==> src/rtl/coin_charger_ctrl_p.sv <==
// Coin charger control core: keypad money entry, money-to-time conversion,
// prescaled countdown while charging, and idle power-off.
// All button/key inputs pass through one sampling register before edge
// detection, so an input sampled at edge n changes outputs at edge n+1.
module coin_charger_ctrl_p #(
  parameter int         MONEY_W      = 8,
  parameter int         TIMER_W      = 8,
  parameter int         DIGITS       = 2,
  parameter int         MAX_MONEY    = 20,
  parameter int         RATE         = 2,
  parameter int         TICK_DIV     = 1000,
  parameter int         IDLE_TIMEOUT = 10,
  parameter logic [3:0] NO_KEY       = 4'hF
) (
  input  logic               CLK,
  input  logic               rst,
  input  logic [3:0]         data,
  input  logic               start,
  input  logic               reset,
  input  logic               ok,
  output logic [MONEY_W-1:0] money,
  output logic [TIMER_W-1:0] timer,
  output logic [3:0]         state_viewer,
  output logic               charging,
  output logic               overflow
);

  localparam int PW    = (TICK_DIV > 1) ? $clog2(TICK_DIV) : 1;
  localparam int IW    = $clog2(IDLE_TIMEOUT + 1);
  localparam int DW    = $clog2(DIGITS + 1);
  localparam int PRODW = MONEY_W + 4;
  localparam int TPW   = MONEY_W + 32;
  localparam logic [PW-1:0] PRESC_LAST = PW'(TICK_DIV - 1);

  typedef enum logic [1:0] {
    S_OFF    = 2'd0,
    S_INPUT  = 2'd1,
    S_CHARGE = 2'd2,
    S_DONE   = 2'd3
  } state_t;

  state_t             state_q, state_d;
  logic [MONEY_W-1:0] money_q, money_d;
  logic [TIMER_W-1:0] timer_q, timer_d;
  logic               charging_q, charging_d;
  logic               overflow_q, overflow_d;
  logic [PW-1:0]      presc_q, presc_d;
  logic [IW-1:0]      idle_q, idle_d;
  logic [DW-1:0]      dcnt_q, dcnt_d;
  logic [3:0]         data_q, data_d, data_prev_q, data_prev_d;
  logic               start_q, start_d, start_prev_q, start_prev_d;
  logic               reset_q, reset_d, reset_prev_q, reset_prev_d;
  logic               ok_q, ok_d, ok_prev_q, ok_prev_d;

  logic               start_ev, reset_ev, ok_ev, digit_ev, any_ev, tick;
  logic [PRODW-1:0]   prod;
  logic [TPW-1:0]     tprod;
  logic [TIMER_W-1:0] timer_load;

  // Input sampling, event detection, and next-state / datapath update
  always_comb begin
    data_d       = data;
    start_d      = start;
    reset_d      = reset;
    ok_d         = ok;
    data_prev_d  = data_q;
    start_prev_d = start_q;
    reset_prev_d = reset_q;
    ok_prev_d    = ok_q;

    start_ev = start_q & ~start_prev_q;
    reset_ev = reset_q & ~reset_prev_q;
    ok_ev    = ok_q & ~ok_prev_q;
    digit_ev = (data_q <= 4'd9) && (data_q != data_prev_q);
    any_ev   = start_ev | reset_ev | ok_ev | digit_ev;
    tick     = (presc_q == PRESC_LAST);

    prod       = PRODW'(money_q) * PRODW'(10) + PRODW'(data_q);
    tprod      = TPW'(money_q) * TPW'(RATE);
    timer_load = (|tprod[TPW-1:TIMER_W]) ? '1 : tprod[TIMER_W-1:0];

    state_d    = state_q;
    money_d    = money_q;
    timer_d    = timer_q;
    overflow_d = 1'b0;
    presc_d    = presc_q;
    idle_d     = idle_q;
    dcnt_d     = dcnt_q;

    case (state_q)
      S_OFF: begin
        money_d = '0;
        timer_d = '0;
        presc_d = '0;
        idle_d  = '0;
        dcnt_d  = '0;
        if (start_ev) state_d = S_INPUT;
      end

      S_INPUT: begin
        presc_d = tick ? '0 : presc_q + 1'b1;
        if (any_ev) begin
          idle_d = '0;
        end else if (tick) begin
          if (idle_q >= IW'(IDLE_TIMEOUT - 1)) begin
            idle_d  = IW'(IDLE_TIMEOUT);
            state_d = S_OFF;
            money_d = '0;
            dcnt_d  = '0;
            presc_d = '0;
          end else begin
            idle_d = idle_q + 1'b1;
          end
        end

        if (reset_ev) begin
          money_d = '0;
          dcnt_d  = '0;
        end else if (ok_ev) begin
          if (money_q != '0) begin
            state_d = S_CHARGE;
            timer_d = timer_load;
            presc_d = '0;
          end
        end else if (digit_ev && (dcnt_q < DW'(DIGITS))) begin
          dcnt_d = dcnt_q + 1'b1;
          if (prod > PRODW'(MAX_MONEY)) begin
            money_d    = MONEY_W'(MAX_MONEY);
            overflow_d = 1'b1;
          end else begin
            money_d = prod[MONEY_W-1:0];
          end
        end
      end

      S_CHARGE: begin
        presc_d = tick ? '0 : presc_q + 1'b1;
        if (reset_ev) begin
          state_d = S_INPUT;
          money_d = '0;
          timer_d = '0;
          dcnt_d  = '0;
          presc_d = '0;
          idle_d  = '0;
        end else if (tick) begin
          timer_d = timer_q - 1'b1;
          if (timer_q == TIMER_W'(1)) state_d = S_DONE;
        end
      end

      S_DONE: begin
        state_d = S_INPUT;
        money_d = '0;
        timer_d = '0;
        dcnt_d  = '0;
        idle_d  = '0;
        presc_d = '0;
      end

      default: state_d = S_OFF;
    endcase

    charging_d = (state_d == S_CHARGE);
  end

  // State and history registers; rst returns everything to the OFF picture.
  // Key history clears to NO_KEY so a '0' pressed right after reset still counts.
  always_ff @(posedge CLK) begin
    if (rst) begin
      state_q      <= S_OFF;
      money_q      <= '0;
      timer_q      <= '0;
      charging_q   <= 1'b0;
      overflow_q   <= 1'b0;
      presc_q      <= '0;
      idle_q       <= '0;
      dcnt_q       <= '0;
      data_q       <= NO_KEY;
      data_prev_q  <= NO_KEY;
      start_q      <= 1'b0;
      start_prev_q <= 1'b0;
      reset_q      <= 1'b0;
      reset_prev_q <= 1'b0;
      ok_q         <= 1'b0;
      ok_prev_q    <= 1'b0;
    end else begin
      state_q      <= state_d;
      money_q      <= money_d;
      timer_q      <= timer_d;
      charging_q   <= charging_d;
      overflow_q   <= overflow_d;
      presc_q      <= presc_d;
      idle_q       <= idle_d;
      dcnt_q       <= dcnt_d;
      data_q       <= data_d;
      data_prev_q  <= data_prev_d;
      start_q      <= start_d;
      start_prev_q <= start_prev_d;
      reset_q      <= reset_d;
      reset_prev_q <= reset_prev_d;
      ok_q         <= ok_d;
      ok_prev_q    <= ok_prev_d;
    end
  end

  assign money        = money_q;
  assign timer        = timer_q;
  assign state_viewer = {2'b00, state_q};
  assign charging     = charging_q;
  assign overflow     = overflow_q;

endmodule

==> config.mk <==
export PLATFORM = sky130hd
export DESIGN_NAME = coin_charger_ctrl_p
export DESIGN_NICKNAME = d
export VERILOG_FILES = /design/src/rtl/coin_charger_ctrl_p.sv
export SDC_FILE = /design/constraint.sdc
export NUM_CORES = 1
export LEC_CHECK = 0
export ABC_AREA = 1
export ABC_CLOCK_PERIOD_IN_PS = 3570
export CAP_MARGIN = 40
export CORE_UTILIZATION = 57
export CTS_CLUSTER_SIZE = 28
export DETAILED_ROUTE_END_ITERATION = 8
export PLACE_DENSITY = 0.92
export SLEW_MARGIN = 15
export SYNTH_ARGS = -nofsm -noshare
export SYNTH_HDL_FRONTEND = slang
export SYNTH_SLANG_ARGS = --single-unit
==> constraint.sdc <==
create_clock -name CLK -period 3.57 [get_ports CLK]
set_clock_uncertainty 0.15 [all_clocks]
set_input_delay 0.714 -clock CLK [delete_from_list [all_inputs] [get_ports CLK]]
set_output_delay 0.714 -clock CLK [all_outputs]
set_load 0.01 [all_outputs]
==> flow_summary.yaml, run 1 <==
run_status:
  outcome: "finished clean"
critical_path:
  worst-setup-path-type: "reg2reg"
  r2r-start: "money[1]$_SDFFE_PP0P_"
  startpoint_type: "register"
  r2r_end: "money[4]$_SDFFE_PP0P_"
  rr_worst_depth: 16
  critPathMaxFanout: 8
  required_ns: 3.63
  critPathCaptureType: "register"
  arrival_ns: 3.02
  reg2reg_slack_ns: 0.61
sta:
  setup_viol: 0
  whs_ns: 0.288
  rsz0062_at_grt: "false"
  clock.fmax_mhz: 338
  setup_tns_ns: 0
  period_minus_slack_ns: 2.96
  drv_slew: 0
  finalHoldViolCount: 0
  worst_slack_ns: 0.608
  finalCritPeriodShare_pct: 83.0
power:
  clock_power_share_pct: 35.8
  p_sw_share_pct: 24.1
  ir_drop_uv: 288
  p_leak_nw: 1.68
  comb_power_share_pct: 10.9
  power.switching_mw: 0.263
  internal-power_mw: 0.827
  p_seq_share_pct: 53.3
  powerDensity_mw_per_mm2: 300
final_layout:
  final_nets: 511
  n_antenna_cell: 0
  layout-drive-gt1-share_pct: 13.2
  fill_cells: 434
  syn_to_final_growth_pct: 14.2
synthesis:
  syn_inst: 447
  synth_top_area_share_pct: 31.5
  yosysUniqueCellTypes: 40
  ys.flop_type: "dfxtp_1"
  synth.avg_cell_area_sq_um: 7.11
  yosysTopAreaCell: "dfxtp_1"
  yosys-top-cells-count: "nand2_1, inv_1, nor2_1, dfxtp_1, nand3_1"
  yosysMostFrequentCell: "nand2_1"
  yosysWarnings: 0
  synth_seq_cells: 50
  syn_area_sq_mm: 0.00318
  synthArstFlopShare_pct: 0
  synth-edff-count: 0
  yosysSeqAreaShare_pct: 31.5
  synth_area_leaders: "dfxtp_1, nand2_1, ha_1, inv_1, nor2_1"
placed_design:
  gp_congestion: 0.931
  io_buffer_count: 28
  place_hpwl_mm: 5.33
  dp_slack_ns: 0.676
floorplanning:
  row_count: 26
  io_pins: 31
  die_h_microns: 76.7
  initial_core_util_pct: 60.7
  core_area_sq_mm: 0.00524
  die-width_microns: 76.7
  dieArea_sq_mm: 0.00588
global_routing:
  track_usage_pct: 24.9
  antenna_found_initial: 0
  grt_max_degree: 23
  grt.overflow.total: 0
  grt_pass1_wl_mm: 12.0
  first_global_vias: 2782
clock_network:
  cts-root-buf: "clkbuf_8"
  ctsHoldBuffers: 0
  clkSinkCount: 50
  cts_tree: "built"
  clk_pin_slew_ns: 0.09
  cts_buffers: 5
  worst_skew_pair.late_latency_ns: 0.30
  htreeDepth: 2
  cts_setup_buffers: 0
  cts.repair.resized: 0
  clock_path_buffers: 2
route:
  antenna_left: 0
  vias: 2933
  drtIter0Drc: 159
  viasPerCell: 5.34
  drc: 0
  drt_wl_total_mm: 6.99
  drtPass1Iterations: 5
  post_drt_wl_per_cell_microns: 12.7
run:
  cap_violations: 0
min_path:
  min_to: "ok_prev_q$_SDFF_PP0_"
  worstHoldPathCells: 2
  hp-class: "reg2reg"
  min_from: "ok_prev_d$_SDFF_PP0_"
[worst max-delay path by stage]
stage / to / slack (ns) / cells past startpoint / startpoint
2_1_floorplan: money[2]$_SDFFE_PP0P_ / 0.92 / 14 / money[1]$_SDFFE_PP0P_
3_3_place_gp: money[2]$_SDFFE_PP0P_ / 0.84 / 14 / money[1]$_SDFFE_PP0P_
3_5_place_dp: money[4]$_SDFFE_PP0P_ / 0.68 / 16 / money[1]$_SDFFE_PP0P_
4_1_cts: money[4]$_SDFFE_PP0P_ / 0.66 / 16 / money[1]$_SDFFE_PP0P_
5_1_grt: money[2]$_SDFFE_PP0P_ / 0.44 / 14 / money[1]$_SDFFE_PP0P_
6_report: money[4]$_SDFFE_PP0P_ / 0.61 / 16 / money[1]$_SDFFE_PP0P_
[kinds of logic after synthesis]
kind of cell             share of synthesized area (%)
AO/OA/AOI/OAI                                     8.58
XOR/XNOR                                          4.13
adder cells (fa/ha/maj)                           9.92
buffers and inverters                             9.64
flip-flops                                        31.5
other                                            0.118
AND/OR/NAND/NOR                                   36.1
[metrics by stage]
stage / cells / total power [mW] / instance area [sq um] / utilization [%]
after global placement: 541 / 0.706 / 3530 / 67.3
after detailed placement: 541 / 0.710 / 3530 / 67.3
after floorplan: 448 / 0.675 / 3180 / -
after global routing: 549 / 1.13 / 3630 / 69.4
after CTS: 549 / 1.09 / 3630 / 69.4
final: 549 / 1.09 / 3630 / 69.4
[state kept, by name (all words and copies together), names as in the netlist]
name and cells:
dcnt_q 2, idle_q 4, reset_prev_q 1, ok_prev_q 1, timer 8, start_prev_q 1, money 8, state_q 2
overflow 1, charging 1, reset_prev_d 1, data_prev_q 4, ok_prev_d 1, presc_q 10, start_prev_d 1, data_prev_d 4
[worst max-delay path, stage by stage, from the launching register on]
cell,delay (ns)
dfxtp_1,0.53
ha_1,0.30
ha_1,0.22
inv_1,0.08
fa_1,0.46
inv_1,0.13
nand3_1,0.16
nor2_4,0.16
inv_2,0.05
nand2_2,0.07
nand3_2,0.07
nor2_2,0.08
nand2_1,0.09
nor2_4,0.14
nand3_1,0.10
nand2_1,0.07
nand2_1,0.04
[power by group through the flow]
stage          logic, mW  registers (mW)  clock network, mW
2_1_floorplan     0.0820           0.593                  0
3_3_place_gp       0.112           0.593                  0
3_5_place_dp       0.116           0.594                  0
4_1_cts            0.117           0.581              0.392
5_1_grt            0.134           0.583              0.418
6_report           0.118           0.581              0.391
[per-layer routing]
layer	vias up	wire length, microns	track usage (%)
li1	1477	-	-
met1	1338	2970	28.9
met2	99	3510	45.2
met3	19	334	3.81
met4	0	167	10.6
met5	-	0	0
[layout by cell type (no fill, tap or decap), drive strengths merged]
cell type      Yosys  routed
xnor2              6       6
a221o              1       1
or2                9       9
conb               1       2
nand4              9       9
inv               72      72
ha                22      22
nand3             33      33
and3               1       1
nand2             96      96
nor4               2       2
o21bai             1       1
clkdlybuf4s50      0      28
nand3b             2       2
fa                 2       2
clkbuf             2       7
clkinv             1       1
xor2               9       9
nor3              14      14
buf                4       1
o21ai             23      23
bufinv             0       1
o31ai              1       1
o21a               1       1
o22ai              1       1
nor2              61      61
a21oi             23      23
dfxtp             50      50
[final cells by class]
class | instances | area (sq um) | area share (%)
inverter | 73 | 274 | 7.54
multi-input combinational | 319 | 1880 | 51.6
clock buffer | 7 | 76.3 | 2.10
clock inverter | 1 | 30.0 | 0.827
sequential | 50 | 1000 | 27.6
tap | 70 | 87.6 | 2.41
timing repair buffer | 29 | 288 | 7.92
Power figures use the tool's default switching activity.
==> inputs of run 2 (changes only) <==
--- a/config.mk
+++ b/config.mk
@@ -6,7 +6,7 @@
 export NUM_CORES = 1
 export LEC_CHECK = 0
 export ABC_AREA = 1
-export ABC_CLOCK_PERIOD_IN_PS = 3570
+export ABC_CLOCK_PERIOD_IN_PS = 2900
 export CAP_MARGIN = 40
 export CORE_UTILIZATION = 57
 export CTS_CLUSTER_SIZE = 28
==> constraint.sdc (replaced) <==
create_clock -name CLK -period 2.9 [get_ports CLK]
set_clock_uncertainty 0.15 [all_clocks]
set_input_delay 0.58 -clock CLK [delete_from_list [all_inputs] [get_ports CLK]]
set_output_delay 0.58 -clock CLK [all_outputs]
set_load 0.01 [all_outputs]
==> flow_summary.yaml, run 2 (synthesis results as in run 1) <==
power:
  powerDensity_mw_per_mm2: 393
  power_mw: 1.46
  p_leak_nw: 1.72
  ir_drop_uv: 487
final_layout:
  most-common-layout-cells: "nand2_1, inv_1, nor2_1, dfxtp_1, clkdlybuf4s50_1"
  mostFrequentLayoutCell: "nand2_1"
  final_util_pct: 70.8
  largest_register_ff_count: 10
  top_register: "presc_q"
  finalInstanceArea_sq_mm: 0.00371
  layout-drive-gt1-share_pct: 15.3
  n_antenna_cell: 0
  syn_to_final_growth_pct: 16.6
  final_nets: 515
floorplanning:
  core_area_sq_mm: 0.00524
  row_count: 26
  io_pins: 31
  initial_core_util_pct: 60.7
  die-width_microns: 76.7
  dieArea_sq_mm: 0.00588
  die_h_microns: 76.7
sta:
  whs_ns: 0.284
  finalCritPeriodShare_pct: 96.1
  period_minus_slack_ns: 2.79
  finalHoldViolCount: 0
  drv_slew: 0
  setup_tns_ns: 0
  clock.fmax_mhz: 359
  setup_viol: 0
route:
  post_drt_wl_per_cell_microns: 13.3
  viasPerCell: 5.44
  drtPass1Iterations: 5
  vias: 3008
  drc: 0
  drtIter0Drc: 171
  drt_wl_total_mm: 7.34
  antenna_left: 0
min_path:
  worstHoldPathCells: 2
  hp-class: "reg2reg"
critical_path:
  rr_worst_depth: 16
  arrival_ns: 2.83
  critPathMaxFanout: 5
  worst-setup-path-type: "reg2reg"
  critPathCaptureType: "register"
  required_ns: 2.95
  startpoint_type: "register"
clock_network:
  clock_path_buffers: 2
  clk_pin_slew_ns: 0.09
  htreeDepth: 2
  cts-root-buf: "clkbuf_8"
  worst_skew_pair.late_latency_ns: 0.30
  ctsHoldBuffers: 0
  clkSinkCount: 50
  cts_tree: "built"
  cts_buffers: 5
run:
  cap_violations: 0
global_routing:
  track_usage_pct: 26.1
  antenna_found_initial: 0
  grt_pass1_wl_mm: 12.5
  grt_max_degree: 23
  grt.overflow.total: 0
  first_global_vias: 2916
placed_design:
  io_buffer_count: 28
  placed_area_sq_mm: 0.00353
  place_hpwl_mm: 5.38
  gp_congestion: 0.900
run_status:
  outcome: "finished clean"
run 2: what timing repair did:
action	CTS	global route
resized for setup	0	5
buffers inserted	0	3
setup endpoints to repair	0	3
run 2: per-stage QoR:
stage / setup slack [ns] / instances
floorplan: 0.250 / 448
global placement: 0.314 / 542
detailed placement: 0.147 / 542
CTS: 0.137 / 550
global route: -0.0553 / 553
finish: 0.115 / 553
run 2: final timing paths:
check | startpoint | slack [ns] | end
max | money[3]$_SDFFE_PP0P_ | 0.11 | overflow$_SDFF_PP0_
min | start_prev_d$_SDFF_PP0_ | 0.28 | start_prev_q$_SDFF_PP0_
max reg2reg | money[3]$_SDFFE_PP0P_ | 0.11 | overflow$_SDFF_PP0_
min reg2reg | start_prev_d$_SDFF_PP0_ | 0.28 | start_prev_q$_SDFF_PP0_
run 2: power breakdown:
| group | switching, mW | internal, mW | total [mW] |
|---|---|---|---|
| registers | 0.0135 | 0.702 | 0.715 |
| logic | 0.0913 | 0.0614 | 0.153 |
| clock network | 0.222 | 0.368 | 0.590 |
| total | 0.327 | 1.13 | 1.46 |
run 2: area by class of cell:
type                       instances  area (sq um)
clock buffer                       6          82.6
clock inverter                     2          60.1
fill                             403          1530
inverter                          73           274
multi-input combinational        319          1880
sequential                        50          1010
tap                               70          87.6
timing repair buffer              33           318
run 2: critical path: stages (launching register included):
cell and delay (ns):
dfxtp_2 0.35, ha_1 0.28, ha_1 0.16, inv_1 0.05, fa_1 0.38, inv_1 0.09, nand2_1 0.12, nand2_2 0.11
nand3_2 0.07, nand2_2 0.13, nand3_1 0.17, o21bai_2 0.20, nand2_2 0.08, nor2_4 0.13, nand2_1 0.07, nand2_1 0.08
inv_1 0.06
run 2: layer usage:
| layer | up-vias | global-route usage, % | part of all wire [%] | wire [microns] |
|---|---|---|---|---|
| met5 | - | 0 | 0 | 0 |
| met4 | 0 | 12.5 | 3.9 | 289 |
| met3 | 33 | 4.88 | 6.0 | 437 |
| met2 | 117 | 46.6 | 50 | 3650 |
| met1 | 1373 | 29.8 | 40 | 2960 |
| li1 | 1485 | - | - | - |
==> inputs of run 3 (changes only) <==
--- a/config.mk
+++ b/config.mk
@@ -8,10 +8,12 @@
 export ABC_AREA = 1
 export ABC_CLOCK_PERIOD_IN_PS = 2900
 export CAP_MARGIN = 40
-export CORE_UTILIZATION = 57
+export CELL_PAD_IN_SITES_DETAIL_PLACEMENT = 0
+export CELL_PAD_IN_SITES_GLOBAL_PLACEMENT = 1
+export CORE_UTILIZATION = 42
 export CTS_CLUSTER_SIZE = 28
 export DETAILED_ROUTE_END_ITERATION = 8
-export PLACE_DENSITY = 0.92
+export PLACE_DENSITY = 0.93
 export SLEW_MARGIN = 15
 export SYNTH_ARGS = -nofsm -noshare
 export SYNTH_HDL_FRONTEND = slang
==> flow_summary.yaml, run 3 (synthesis results as in run 1) <==
sta:
  clock.fmax_mhz: 378
  setup_viol: 0
  setup_tns_ns: 0
  period_minus_slack_ns: 2.64
  whs_ns: 0.285
  rsz0062_at_grt: "false"
  finalHoldViolCount: 0
  drv_slew: 0
  finalCritPeriodShare_pct: 91.2
power:
  internal-power_mw: 0.928
  comb_power_share_pct: 11.8
  powerDensity_mw_per_mm2: 335
  p_sw_share_pct: 24.8
  p_leak_nw: 1.69
  power.switching_mw: 0.306
  ir_drop_uv: 189
  p_seq_share_pct: 57.9
  clock_power_share_pct: 30.3
critical_path:
  cp_slowest_stage_delay_ns: 0.45
  cpMaxStageDelayCell: "fa_1"
  cp-startpoint: "money[3]$_SDFFE_PP0P_"
  arrival_ns: 2.69
  critPathMaxFanout: 5
  worst-setup-path-type: "reg2reg"
  endpoint: "money[2]$_SDFFE_PP0P_"
  startpoint_type: "register"
  worst-path-buf-inv: 3
  rr_worst_depth: 16
  cp.depth: 16
  cpLargestDelayFamily: "adder cells"
  critPathCaptureType: "register"
  cp_common_cell: "nand2_1"
  reg2reg_slack_ns: 0.26
  r2r_end: "money[2]$_SDFFE_PP0P_"
  required_ns: 2.95
  cp_cell_sequence: "ha_1, ha_1, inv_1, fa_1, inv_1, nand3_1, nor2_4, inv_2, nand2_2, nand3_2, nor2_2, nand2_1, nor2_4, nand2_1, nand2_1, nand2_1"
  r2r-start: "money[3]$_SDFFE_PP0P_"
placed_design:
  io_buffer_count: 28
  place_hpwl_mm: 5.33
  gp_congestion: 0.908
final_layout:
  top_register: "presc_q"
  syn_to_final_growth_pct: 15.7
  mostFrequentLayoutCell: "nand2_1"
  n_antenna_cell: 0
  final_nets: 516
  most-common-layout-cells: "nand2_1, inv_1, nor2_1, dfxtp_1, clkdlybuf4s50_1"
  layout-drive-gt1-share_pct: 14.1
  largest_register_ff_count: 10
floorplanning:
  io_pins: 31
  die-width_microns: 89.0
  dieArea_sq_mm: 0.00792
  core_area_sq_mm: 0.00729
  initial_core_util_pct: 43.6
  row_count: 31
  die_h_microns: 89.0
clock_network:
  clkSinkCount: 50
  worst_skew_pair.late_latency_ns: 0.30
  cts-root-buf: "clkbuf_8"
  htreeDepth: 2
  cts_tree: "built"
  cts_buffers: 5
  ctsHoldBuffers: 0
  clk_pin_slew_ns: 0.09
  clock_path_buffers: 2
global_routing:
  antenna_found_initial: 0
  grt_pass1_wl_mm: 11.4
  grt.overflow.total: 0
  grt_max_degree: 15
  first_global_vias: 2617
  track_usage_pct: 18.3
route:
  drtIter0Drc: 105
  drt_wl_total_mm: 6.70
  drc: 0
  antenna_left: 0
  post_drt_wl_per_cell_microns: 11.5
  vias: 2766
  drtPass1Iterations: 4
  viasPerCell: 4.75
run:
  cap_violations: 0
run_status:
  outcome: "finished clean"
min_path:
  hp-class: "reg2reg"
## run 3: cell count changes in the layout (fill, tap and decap cells not counted), sizes merged
cell / change
clkbuf: +1
bufinv: -2
buf: +1
## run 3: per-stage QoR
step | instance area (sq um) | total power, mW | setup WS, ns | std cells | utilization, %
final | 3680 | 1.23 | 0.256 | 582 | 50.4
after global routing | 3680 | 1.30 | 0.0164 | 582 | 50.4
after CTS | 3680 | 1.25 | 0.199 | 582 | 50.4
after detailed placement | 3600 | 0.876 | 0.213 | 575 | 49.4
after global placement | 3600 | 0.874 | 0.285 | 575 | 49.4
after floorplan | 3180 | 0.831 | 0.250 | 448 | -
## run 3: worst reg2reg max path: cells and delay by family (launching register included)
family	cells	cell delay (ns)
buffers and inverters	3	0.22
and+or+nand+nor	10	0.87
adders and majority gates	3	0.94
DFF	1	0.36
## run 3: layout make-up
class | count | area (sq um)
well taps | 99 | 124
flip-flops and latches | 50 | 1000
multi-input cells | 319 | 1880
repair buffers | 34 | 325
fillers | 788 | 3610
clock buffers | 7 | 76.3
inverters | 73 | 274
## run 3: timing repair
action,in CTS,in global routing
endpoints found under the setup margin,0,4
buffers inserted,0,0
gates resized for setup,0,1
hold endpoints to repair,0,0
## run 3: power groups by stage
stage	clock network, mW	registers, mW	logic (mW)
finish	0.374	0.714	0.145
global route	0.420	0.717	0.165
CTS	0.394	0.715	0.146
detailed placement	0	0.731	0.145
global placement	0	0.730	0.144
floorplan	0	0.730	0.101
## run 3: how the worst min path moves through the flow
stage                                  from                      end  slack [ns]  depth (start not counted)
floorplan              ok_prev_d$_SDFF_PP0_     ok_prev_q$_SDFF_PP0_        0.26                          2
global placement    start_prev_d$_SDFF_PP0_  start_prev_q$_SDFF_PP0_        0.27                          2
detailed placement  start_prev_d$_SDFF_PP0_  start_prev_q$_SDFF_PP0_        0.27                          2
CTS                 start_prev_d$_SDFF_PP0_  start_prev_q$_SDFF_PP0_        0.29                          2
global route        start_prev_d$_SDFF_PP0_  start_prev_q$_SDFF_PP0_        0.30                          2
finish              start_prev_d$_SDFF_PP0_  start_prev_q$_SDFF_PP0_        0.29                          2
## run 3: routing by layer
metal	global-route usage (%)	share of wire [%]
met5	0	0
met1	23.3	49
met3	2.40	2.8
met4	5.63	0.88
met2	32.3	47
